File: src/rtl/square27_load_ctrl.sv
// -----------------------------------------------------------------------------
// square27_load_ctrl
//
// Sequencer for the 27-row squaring compressor and its serial-load shift
// register bank. One operand per transaction:
//   IDLE   : accept operand a on in_valid && in_ready
//   SHIFT  : WIDTH cycles, column t = 0..WIDTH-1, MSB first:
//            lane_bit[k] = a[k] & a[WIDTH-1-t], so row K ends up as a[K] ? a : 0
//   SETTLE : SETTLE cycles with lane_bit = 0; dst is captured on the last one
//   HOLD   : out_data presented with out_valid until out_ready
//
// Ports
//   clk        in   single clock, posedge
//   rst_n      in   synchronous active-low reset (aborts any transaction)
//   in_valid   in   operand offered
//   in_ready   out  operand accepted this cycle if in_valid (IDLE only)
//   in_data    in   [WIDTH]    operand a
//   lane_bit   out  [WIDTH]    serial data for shift-register row k (pin srcK_)
//   dst        in   [OUT_BITS] compressor outputs
//   out_valid  out  result held
//   out_ready  in   result consumer ready
//   out_data   out  [OUT_BITS] captured dst
//   busy       out  high in SHIFT, SETTLE and HOLD
//
// SETTLE must be in 1..15 (4-bit settle counter).
// -----------------------------------------------------------------------------

// Per-lane registered serial bit. Outside an enabled cycle the lane drives 0,
// which keeps the shift register fed with zeros in every non-SHIFT state.
module square27_lane_cell (
   input  logic clk,
   input  logic rst_n,
   input  logic i_en,
   input  logic i_a,
   input  logic i_col,
   output logic o_bit
);

   logic r_bit;

   always_ff @(posedge clk) begin
      if (!rst_n)     r_bit <= 1'b0;
      else if (i_en)  r_bit <= i_a & i_col;
      else            r_bit <= 1'b0;
   end

   assign o_bit = r_bit;

endmodule

module square27_load_ctrl #(
   parameter int WIDTH    = 27,
   parameter int OUT_BITS = 32,
   parameter int SETTLE   = 2
) (
   input  logic                clk,
   input  logic                rst_n,
   input  logic                in_valid,
   output logic                in_ready,
   input  logic [WIDTH-1:0]    in_data,
   output logic [WIDTH-1:0]    lane_bit,
   input  logic [OUT_BITS-1:0] dst,
   output logic                out_valid,
   input  logic                out_ready,
   output logic [OUT_BITS-1:0] out_data,
   output logic                busy
);

   localparam int             T_W    = (WIDTH > 1) ? $clog2(WIDTH) : 1;
   localparam logic [T_W-1:0] T_LAST = T_W'(WIDTH - 1);
   localparam logic [T_W-1:0] T_PREV = T_W'(WIDTH - 2);
   localparam logic [3:0]     S_LAST = 4'(SETTLE - 1);

   typedef enum logic [1:0] {
      ST_IDLE   = 2'd0,
      ST_SHIFT  = 2'd1,
      ST_SETTLE = 2'd2,
      ST_HOLD   = 2'd3
   } state_t;

   state_t              r_state, w_state_nxt;
   logic [T_W-1:0]      r_t, w_t_nxt;
   logic [3:0]          r_settle, w_settle_nxt;
   logic [WIDTH-1:0]    r_a, w_a_nxt;
   logic [OUT_BITS-1:0] r_out_data, w_out_data_nxt;
   logic                r_in_ready, r_out_valid, r_busy;

   logic                w_in_fire, w_out_fire, w_t_last, w_s_last;
   logic                w_lane_en, w_col_bit;
   logic [WIDTH-1:0]    w_lane_a;
   logic [T_W-1:0]      w_col_idx;

   // r_in_ready is only set while in IDLE, so it qualifies the accept alone
   assign w_in_fire  = in_valid & r_in_ready;
   assign w_out_fire = out_ready & r_out_valid;
   assign w_t_last   = (r_t == T_LAST);
   assign w_s_last   = (r_settle == S_LAST);

   // ---------------------------------------------------------------- state reg
   always_ff @(posedge clk) begin
      if (!rst_n) begin
         r_state     <= ST_IDLE;
         r_t         <= '0;
         r_settle    <= '0;
         r_a         <= '0;
         r_out_data  <= '0;
         r_in_ready  <= 1'b0;
         r_out_valid <= 1'b0;
         r_busy      <= 1'b0;
      end else begin
         r_state     <= w_state_nxt;
         r_t         <= w_t_nxt;
         r_settle    <= w_settle_nxt;
         r_a         <= w_a_nxt;
         r_out_data  <= w_out_data_nxt;
         // status flags are registered decodes of the next state
         r_in_ready  <= (w_state_nxt == ST_IDLE);
         r_out_valid <= (w_state_nxt == ST_HOLD);
         r_busy      <= (w_state_nxt != ST_IDLE);
      end
   end

   // --------------------------------------------------------------- next state
   always_comb begin
      w_state_nxt = r_state;
      case (r_state)
         ST_IDLE:   if (w_in_fire)  w_state_nxt = ST_SHIFT;
         ST_SHIFT:  if (w_t_last)   w_state_nxt = ST_SETTLE;
         ST_SETTLE: if (w_s_last)   w_state_nxt = ST_HOLD;
         ST_HOLD:   if (w_out_fire) w_state_nxt = ST_IDLE;
         default:                   w_state_nxt = ST_IDLE;
      endcase
   end

   // ------------------------------------------------------------------ outputs
   // Lane bits are registered, so the value for column t is computed one cycle
   // early: column 0 at the accept edge, column t+1 during SHIFT cycle t.
   always_comb begin
      w_t_nxt        = r_t;
      w_settle_nxt   = r_settle;
      w_a_nxt        = r_a;
      w_out_data_nxt = r_out_data;
      w_lane_en      = 1'b0;
      w_lane_a       = r_a;
      // column index of the next SHIFT cycle; unused on the last column
      w_col_idx      = w_t_last ? '0 : (T_PREV - r_t);
      w_col_bit      = r_a[w_col_idx];
      case (r_state)
         ST_IDLE: begin
            if (w_in_fire) begin
               w_a_nxt   = in_data;
               w_t_nxt   = '0;
               w_lane_en = 1'b1;
               w_lane_a  = in_data;
               w_col_bit = in_data[WIDTH-1];
            end
         end
         ST_SHIFT: begin
            if (!w_t_last) begin
               w_t_nxt   = r_t + T_W'(1);
               w_lane_en = 1'b1;
            end else begin
               w_settle_nxt = '0;
            end
         end
         ST_SETTLE: begin
            // capture edge is the SETTLE-th edge after the last shift edge
            if (w_s_last) w_out_data_nxt = dst;
            else          w_settle_nxt   = r_settle + 4'd1;
         end
         default: ;
      endcase
   end

   // -------------------------------------------------------------- lane array
   for (genvar k = 0; k < WIDTH; k++) begin : g_lane
      square27_lane_cell u_cell (
         .clk   (clk),
         .rst_n (rst_n),
         .i_en  (w_lane_en),
         .i_a   (w_lane_a[k]),
         .i_col (w_col_bit),
         .o_bit (lane_bit[k])
      );
   end

   assign in_ready  = r_in_ready;
   assign out_valid = r_out_valid;
   assign out_data  = r_out_data;
   assign busy      = r_busy;

endmodule
File: config.mk
export PLATFORM = sky130hd
export DESIGN_NAME = square27_load_ctrl
export DESIGN_NICKNAME = d
export VERILOG_FILES = /design/src/rtl/square27_load_ctrl.sv
export SDC_FILE = /design/constraint.sdc
export NUM_CORES = 1
export LEC_CHECK = 0
export ABC_CLOCK_PERIOD_IN_PS = 2800
export CORE_MARGIN = 3
export CORE_UTILIZATION = 47
export CTS_CLUSTER_DIAMETER = 100
export DETAILED_ROUTE_END_ITERATION = 10
export HOLD_SLACK_MARGIN = 0.12
export PLACE_DENSITY = 0.77
export RECOVER_POWER = 25
export SLEW_MARGIN = 20
export SYNTH_ARGS = -nofsm -noshare
export SYNTH_HDL_FRONTEND = slang
export SYNTH_SLANG_ARGS = --single-unit
File: constraint.sdc
create_clock -name clk -period 2.8 [get_ports clk]
set_input_delay 0.7 -clock clk [delete_from_list [all_inputs] [get_ports clk]]
set_output_delay 0.7 -clock clk [all_outputs]
set_load 0.01 [all_outputs]
Yosys cells after proc, flatten, opt, wreduce, memory -nomap -nowiden
Index checks and enable logic that the tools add are counted.
{"block": "op_classes", "n_reduce_logical": 9, "bitwise_logic": 29, "eq_ne": 10, "add_sub_neg": 3, "mux": 21, "n_lt_le_gt_ge": 1}
{"operator": "$mux W27", "count": 2}
{"operator": "$and A1 B1 Y1", "count": 29}
{"operator": "$mux W5", "count": 3}
{"operator": "$pmux W5 S2", "count": 1}
{"operator": "$mux W2", "count": 4}
{"operator": "$mux W4", "count": 2}
{"operator": "$ne A2 B2 Y1 const B", "count": 4}
{"operator": "$pmux W2 S4", "count": 1}
{"operator": "$pmux W4 S2", "count": 1}
{"operator": "$eq A2 B2 Y1 const B", "count": 3}
{"operator": "$lt A5 B6 Y1 const B", "count": 1}
{"operator": "$reduce_and A3 Y1", "count": 2}
{"operator": "$reduce_bool A2 Y1", "count": 3}
{"operator": "$add A5 B1 Y5 const B", "count": 1}
{"operator": "$bmux W1 S5", "count": 1}
{"operator": "$eq A5 B5 Y1 const B", "count": 1}
{"operator": "$mux W1", "count": 5}
{"operator": "$sub A5 B5 Y5 const A", "count": 1}
{"operator": "$add A4 B1 Y4 const B", "count": 1}
{"operator": "$eq A4 B1 Y1 const B", "count": 1}
{"operator": "$logic_not A2 Y1", "count": 2}
{"operator": "$reduce_and A2 Y1", "count": 2}
{"operator": "$eq A2 B1 Y1 const B", "count": 1}
{"operator": "$pmux W1 S2", "count": 1}
{"block": "totals", "elab_cells": 108, "input_bits": 63, "out_inout_bits": 62, "regBits": 100}

Logic depth before layout (Yosys ltp)
{"block": "logic_depth", "ltp_word": 7, "depth_mapped": 12, "mapped_depth_nobuf": 8}

Modules after synthesis
A second synthesis with hierarchy kept.
{"block": "unflattened", "cells_unflattened": 463, "hier_area_um2": 4071.4}
{"mod": "square27_load_ctrl", "cells_each": 409, "instances": 1, "area_per_inst_um2": 3294.4, "seq_area_each_um2": 1461.4}
{"mod": "square27_lane_cell", "cells_each": 2, "instances": 27, "area_per_inst_um2": 28.8, "seq_area_each_um2": 20.0}

Least setup slack after synthesis
No wires, ideal clock.
{"block": "synth_timing", "kind": "register to register", "start": "register r_t[0]", "end": "register g_lane[14].u_cell.r_bit", "setup_slack_ns": 0.295, "required_time_ns": 2.682, "n_path_buf": 4, "path_stages_with_launch": 13, "period_less_slack_ns": 2.505, "setup_time_ns": 0.118, "arrival_time_ns": 2.388, "cell_sequence": "dfxtp_1 > buf_2 > buf_2 > inv_2 > ha_1 > and4b_1 > buf_6 > o31a_1 > o221ai_2 > nand4b_2 > a31oi_4 > buf_6 > nor2_1"}
{"block": "synth_via", "elab_chain_cells": 7, "word_cells_on_any_way": 11, "cone_classes": "add/sub: 1; eq/ne: 1; mux: 7; bitwise: 1; reduce/logical: 1"}
{"element": "start: declaration", "line_no": "82", "text": "logic [T_W-1:0] r_t, w_t_nxt;"}
{"element": "start signal: assignment", "line_no": "112", "text": "r_t <= w_t_nxt;"}
{"element": "$sub A5 B5 Y5 / $eq A5 B5 Y1 (equally long branches)", "line_no": "146, 96"}
{"element": "$mux W5", "line_no": "146", "text": "w_col_idx = w_t_last ? '0 : (T_PREV - r_t);"}
{"element": "$bmux W1 S5", "line_no": "147", "text": "w_col_bit = r_a[w_col_idx];"}
{"element": "$mux W1 (not written as such)", "line_no": "147"}
{"element": "$mux W1", "line_no": "150", "text": "if (w_in_fire) begin"}
{"element": "$mux W1", "line_no": "148", "text": "case (r_state)"}
{"element": "$and A1 B1 Y1", "line_no": "43", "text": "else if (i_en) r_bit <= i_a & i_col;"}
{"element": "end signal: assignment", "line_no": "43"}
{"element": "end: declaration", "line_no": "39", "text": "logic r_bit;"}
Parallel ways exist; a longest one is shown, timed or not. The select of a mux whose other input is x is not followed.
A chain may end at the register's enable or synchronous reset.

Final worst setup path
{"block": "layout_timing", "start": "input port in_valid", "end": "register r_a[23]"}
{"block": "layout_via", "elab_chain_cells": 3}
{"element": "start: declaration", "line_no": "58", "text": "input logic in_valid,"}
{"element": "$and A1 B1 Y1", "line_no": "94", "text": "assign w_in_fire = in_valid & r_in_ready;"}
{"element": "$mux W27 (2 in series)"}
{"element": "end signal: assignment", "line_no": "114", "text": "r_a <= w_a_nxt;"}
{"element": "end: declaration", "line_no": "84", "text": "logic [WIDTH-1:0] r_a, w_a_nxt;"}
Every way passes these cells.

==> impl_metrics.yaml <==
global_route:
  track_usage_pct: 18.6
  grt_pass1_wl_um: 15000
  antenna_found_initial: 0
  grt_pass1_vias: 3230
  gr-total-overflow: 0
  grt_max_degree: 49
logic_synthesis:
  synth_top_family_by_area: "simple AND/OR/NAND/NOR gates"
  synth_simple_gate_area_share_pct: 19.8
  async_flop_share_pct: 0
  netlist_instances: 454
  synth_compound_area_share_pct: 10.2
  synth.avg_cell_area_um2: 8.96
  synth_ff_type: "dfxtp_1"
  synth_seq_cells: 100
  yosysSeqAreaShare_pct: 49.2
  synth_area_um2: 4070
  synthMuxAreaShare_pct: 8.73
  ys_types: 45
  synth_xor_area_share_pct: 1.29
  syn-num-nets: 523
  yosysWarnings: 0
  synthAdderAreaFrac_pct: 1.85
  synth_enable_flop_cells: 0
sta:
  slew_violations: 0
  relSlewSlack_pct: 28.4
  worst_slew_pin_slew_ns: 1.07
  period_share_pct: 87.4
  fin_crit_ns: 2.45
  hold_viol: 0
  fin_skew_ns: 0.0118
  setup_tns_ns: 0
  setup_violations: 0
  fin_ws_ns: 0.354
  fmax_mhz: 409
  rsz0062_at_grt: "false"
cells_and_area:
  layout_commonest_cell: "clkdlybuf4s50_1"
  drive_above_1_share_pct: 6.72
  synthToLayoutAreaGrowth_pct: 31.6
  nFillCells: 710
  n_antenna_cell: 0
  fin_util_pct: 64.5
  final_nets: 615
  layout_common_cells: "clkdlybuf4s50_1, dfxtp_1, nand2_1"
cts:
  cts_max_level: 3
  clk_latency_ns: 0.35
  clk_path_buf_depth: 2
  clk_pin_slew_worst_paths_ns: 0.09
  postCtsSetupBuffers: 0
  holdBufCountCts: 0
  cts_made_buffers: 9
  ctsResizeCount: 0
  cts_tree: "yes"
  cts-root-buf: "clkbuf_8"
  cts_sinks: 100
job:
  drv_cap: 0
pwr:
  internal_power_w: 0.00194
  p_clk_share_pct: 32.0
  ir_worst_vdd_v: 0.000310
  p_per_area_nw_per_um2: 478
  seq_power_share_pct: 57.5
  p_leak_nw: 1.88
  power_frac_comb_pct: 10.5
  p_sw_w: 0.000622
  swShare_pct: 24.3
floorplan:
  die_h_um: 99.0
  io_pins: 125
  initial_utilization_pct: 49.0
  num_rows: 33
  core_um2: 8300
  fp.dieW_um: 99.0
  design.die.area_um2: 9810
setup_path:
  slowest_delay_ns: 0.80
  endpoint_kind: "flop"
  crit_type: "in -> reg"
  path_cells: "dlygate4sd3_1, and3_2, clkbuf_1, mux2i_1, nor2_1"
  reg2reg_setup_slack_ns: 0.37
  slowest_stage: "clkbuf_1"
  r2r-end: "g_lane[15].u_cell.o_bit$_SDFF_PN0_"
  cp-start-kind: "primary input"
  cp_max_fo: 15
  cp.required_ns: 3.03
  reg2reg_depth: 7
  arrival_ns: 2.67
  startpoint: "in_valid"
  reg2reg_from: "r_t[1]$_SDFFE_PN0P_"
route:
  firstDrtPassIters: 4
  drt.antenna.violating_nets: 0
  drt_iter0_markers: 142
  dr_total_vias: 3253
  wl_um: 8990
  wl_per_cell_um: 13.7
  drt_drc_violations_left: 0
  viasPerCell: 4.96
min_path:
  hold_path_depth: 2
  whs_endpoint: "out_data[12]$_SDFFE_PN0P_"
  hp-class: "reg -> reg"
  hp-start: "out_data[12]$_SDFFE_PN0P_"
place:
  gp_congestion: 0.963
  hpwl_um: 6650
  io_buffers: 124
  place_ws_ns: 0.403
run_status:
  run_status: "complete, no violations"
[critical path: cells and delay by family]
kind	cells	cell delay [ns]
buf+inv	2	1.35
mux	1	0.34
simple gates	2	0.28
[how the worst max path moves through the flow]
stage | depth (start not counted) | endpoint
6_report | 5 | r_a[23]$_SDFF_PN0_
5_1_grt | 9 | g_lane[22].u_cell.o_bit$_SDFF_PN0_
4_1_cts | 7 | g_lane[15].u_cell.o_bit$_SDFF_PN0_
3_5_place_dp | 8 | g_lane[15].u_cell.o_bit$_SDFF_PN0_
3_3_place_gp | 8 | g_lane[18].u_cell.o_bit$_SDFF_PN0_
2_1_floorplan | 12 | g_lane[14].u_cell.o_bit$_SDFF_PN0_
[stage by stage]
stage                     hold WS (ns)  total power [W]  cell area, µm²  cells
after floorplan                  0.450          0.00164            4070    454
after global placement           0.440          0.00177            5190    640
after detailed placement         0.448          0.00178            5190    640
after CTS                        0.461          0.00259            5370    656
after global routing             0.482          0.00268            5360    656
final                            0.458          0.00256            5360    656
[per-layer routing]
layer | up-vias | global-route usage (%) | part of all wire, %
li1 | 1652 | - | -
met1 | 1481 | 23.0 | 43
met2 | 110 | 29.5 | 45
met3 | 10 | 8.42 | 11
met4 | 0 | 5.15 | 1.4
met5 | - | 0 | 0
[registers in the layout (all words and copies together), names as in the netlist]
register and count:
out_valid 1, busy 1, r_settle 4, r_t 5
r_a 27, r_state 2, out_data 32, in_ready 1
g_lane.u_cell.o_bit 27
[synthesized netlist by cell type, types with 2 or more instances]
master	count	area, µm²
a21oi_1	39	195
dfxtp_1	100	2000
a211oi_1	3	22.5
a31oi_1	2	12.5
mux2_2	2	22.5
nor3b_1	4	30.0
nand4_1	3	18.8
nand3_1	4	20.0
o21ai_0	6	30.0
inv_1	5	18.8
and3_1	3	18.8
nand2b_1	8	50.1
a21boi_0	2	15.0
buf_4	29	218
nor2b_1	4	25.0
nand2_1	80	300
inv_2	2	7.51
xor2_1	5	43.8
buf_2	7	35.0
or3b_2	2	17.5
mux2i_1	31	310
nor2_1	69	259
o41ai_1	2	17.5
buf_6	3	33.8
o211ai_1	2	15.0
clkbuf_1	13	48.8
ha_1	6	75.1
[final cells by class]
cell class	instances	area [µm²]	area share, %
clock inverters	6	50.0	0.935
well taps	105	131	2.45
multi-input cells	295	1710	31.9
clock buffers	10	128	2.38
flip-flops and latches	100	2000	37.4
inverters	7	26.3	0.491
repair buffers	133	1310	24.5
[kinds of logic after synthesis]
| family | after synthesis |
|---|---|
| buf+inv | 59 |
| flops | 100 |
| simple gates | 183 |
| fa+ha+maj | 6 |
| mux | 34 |
| compound gates | 66 |
| xor+xnor | 6 |
[power by group through the flow]
stage	clock, W	sequential, W	combinational [W]
after floorplan	0	0.00150	0.000141
after global routing	0.000911	0.00148	0.000296
final	0.000819	0.00147	0.000269
after global placement	0	0.00150	0.000268
after CTS	0.000850	0.00147	0.000272
after detailed placement	0	0.00151	0.000271
(Power assumes the default switching activity.)
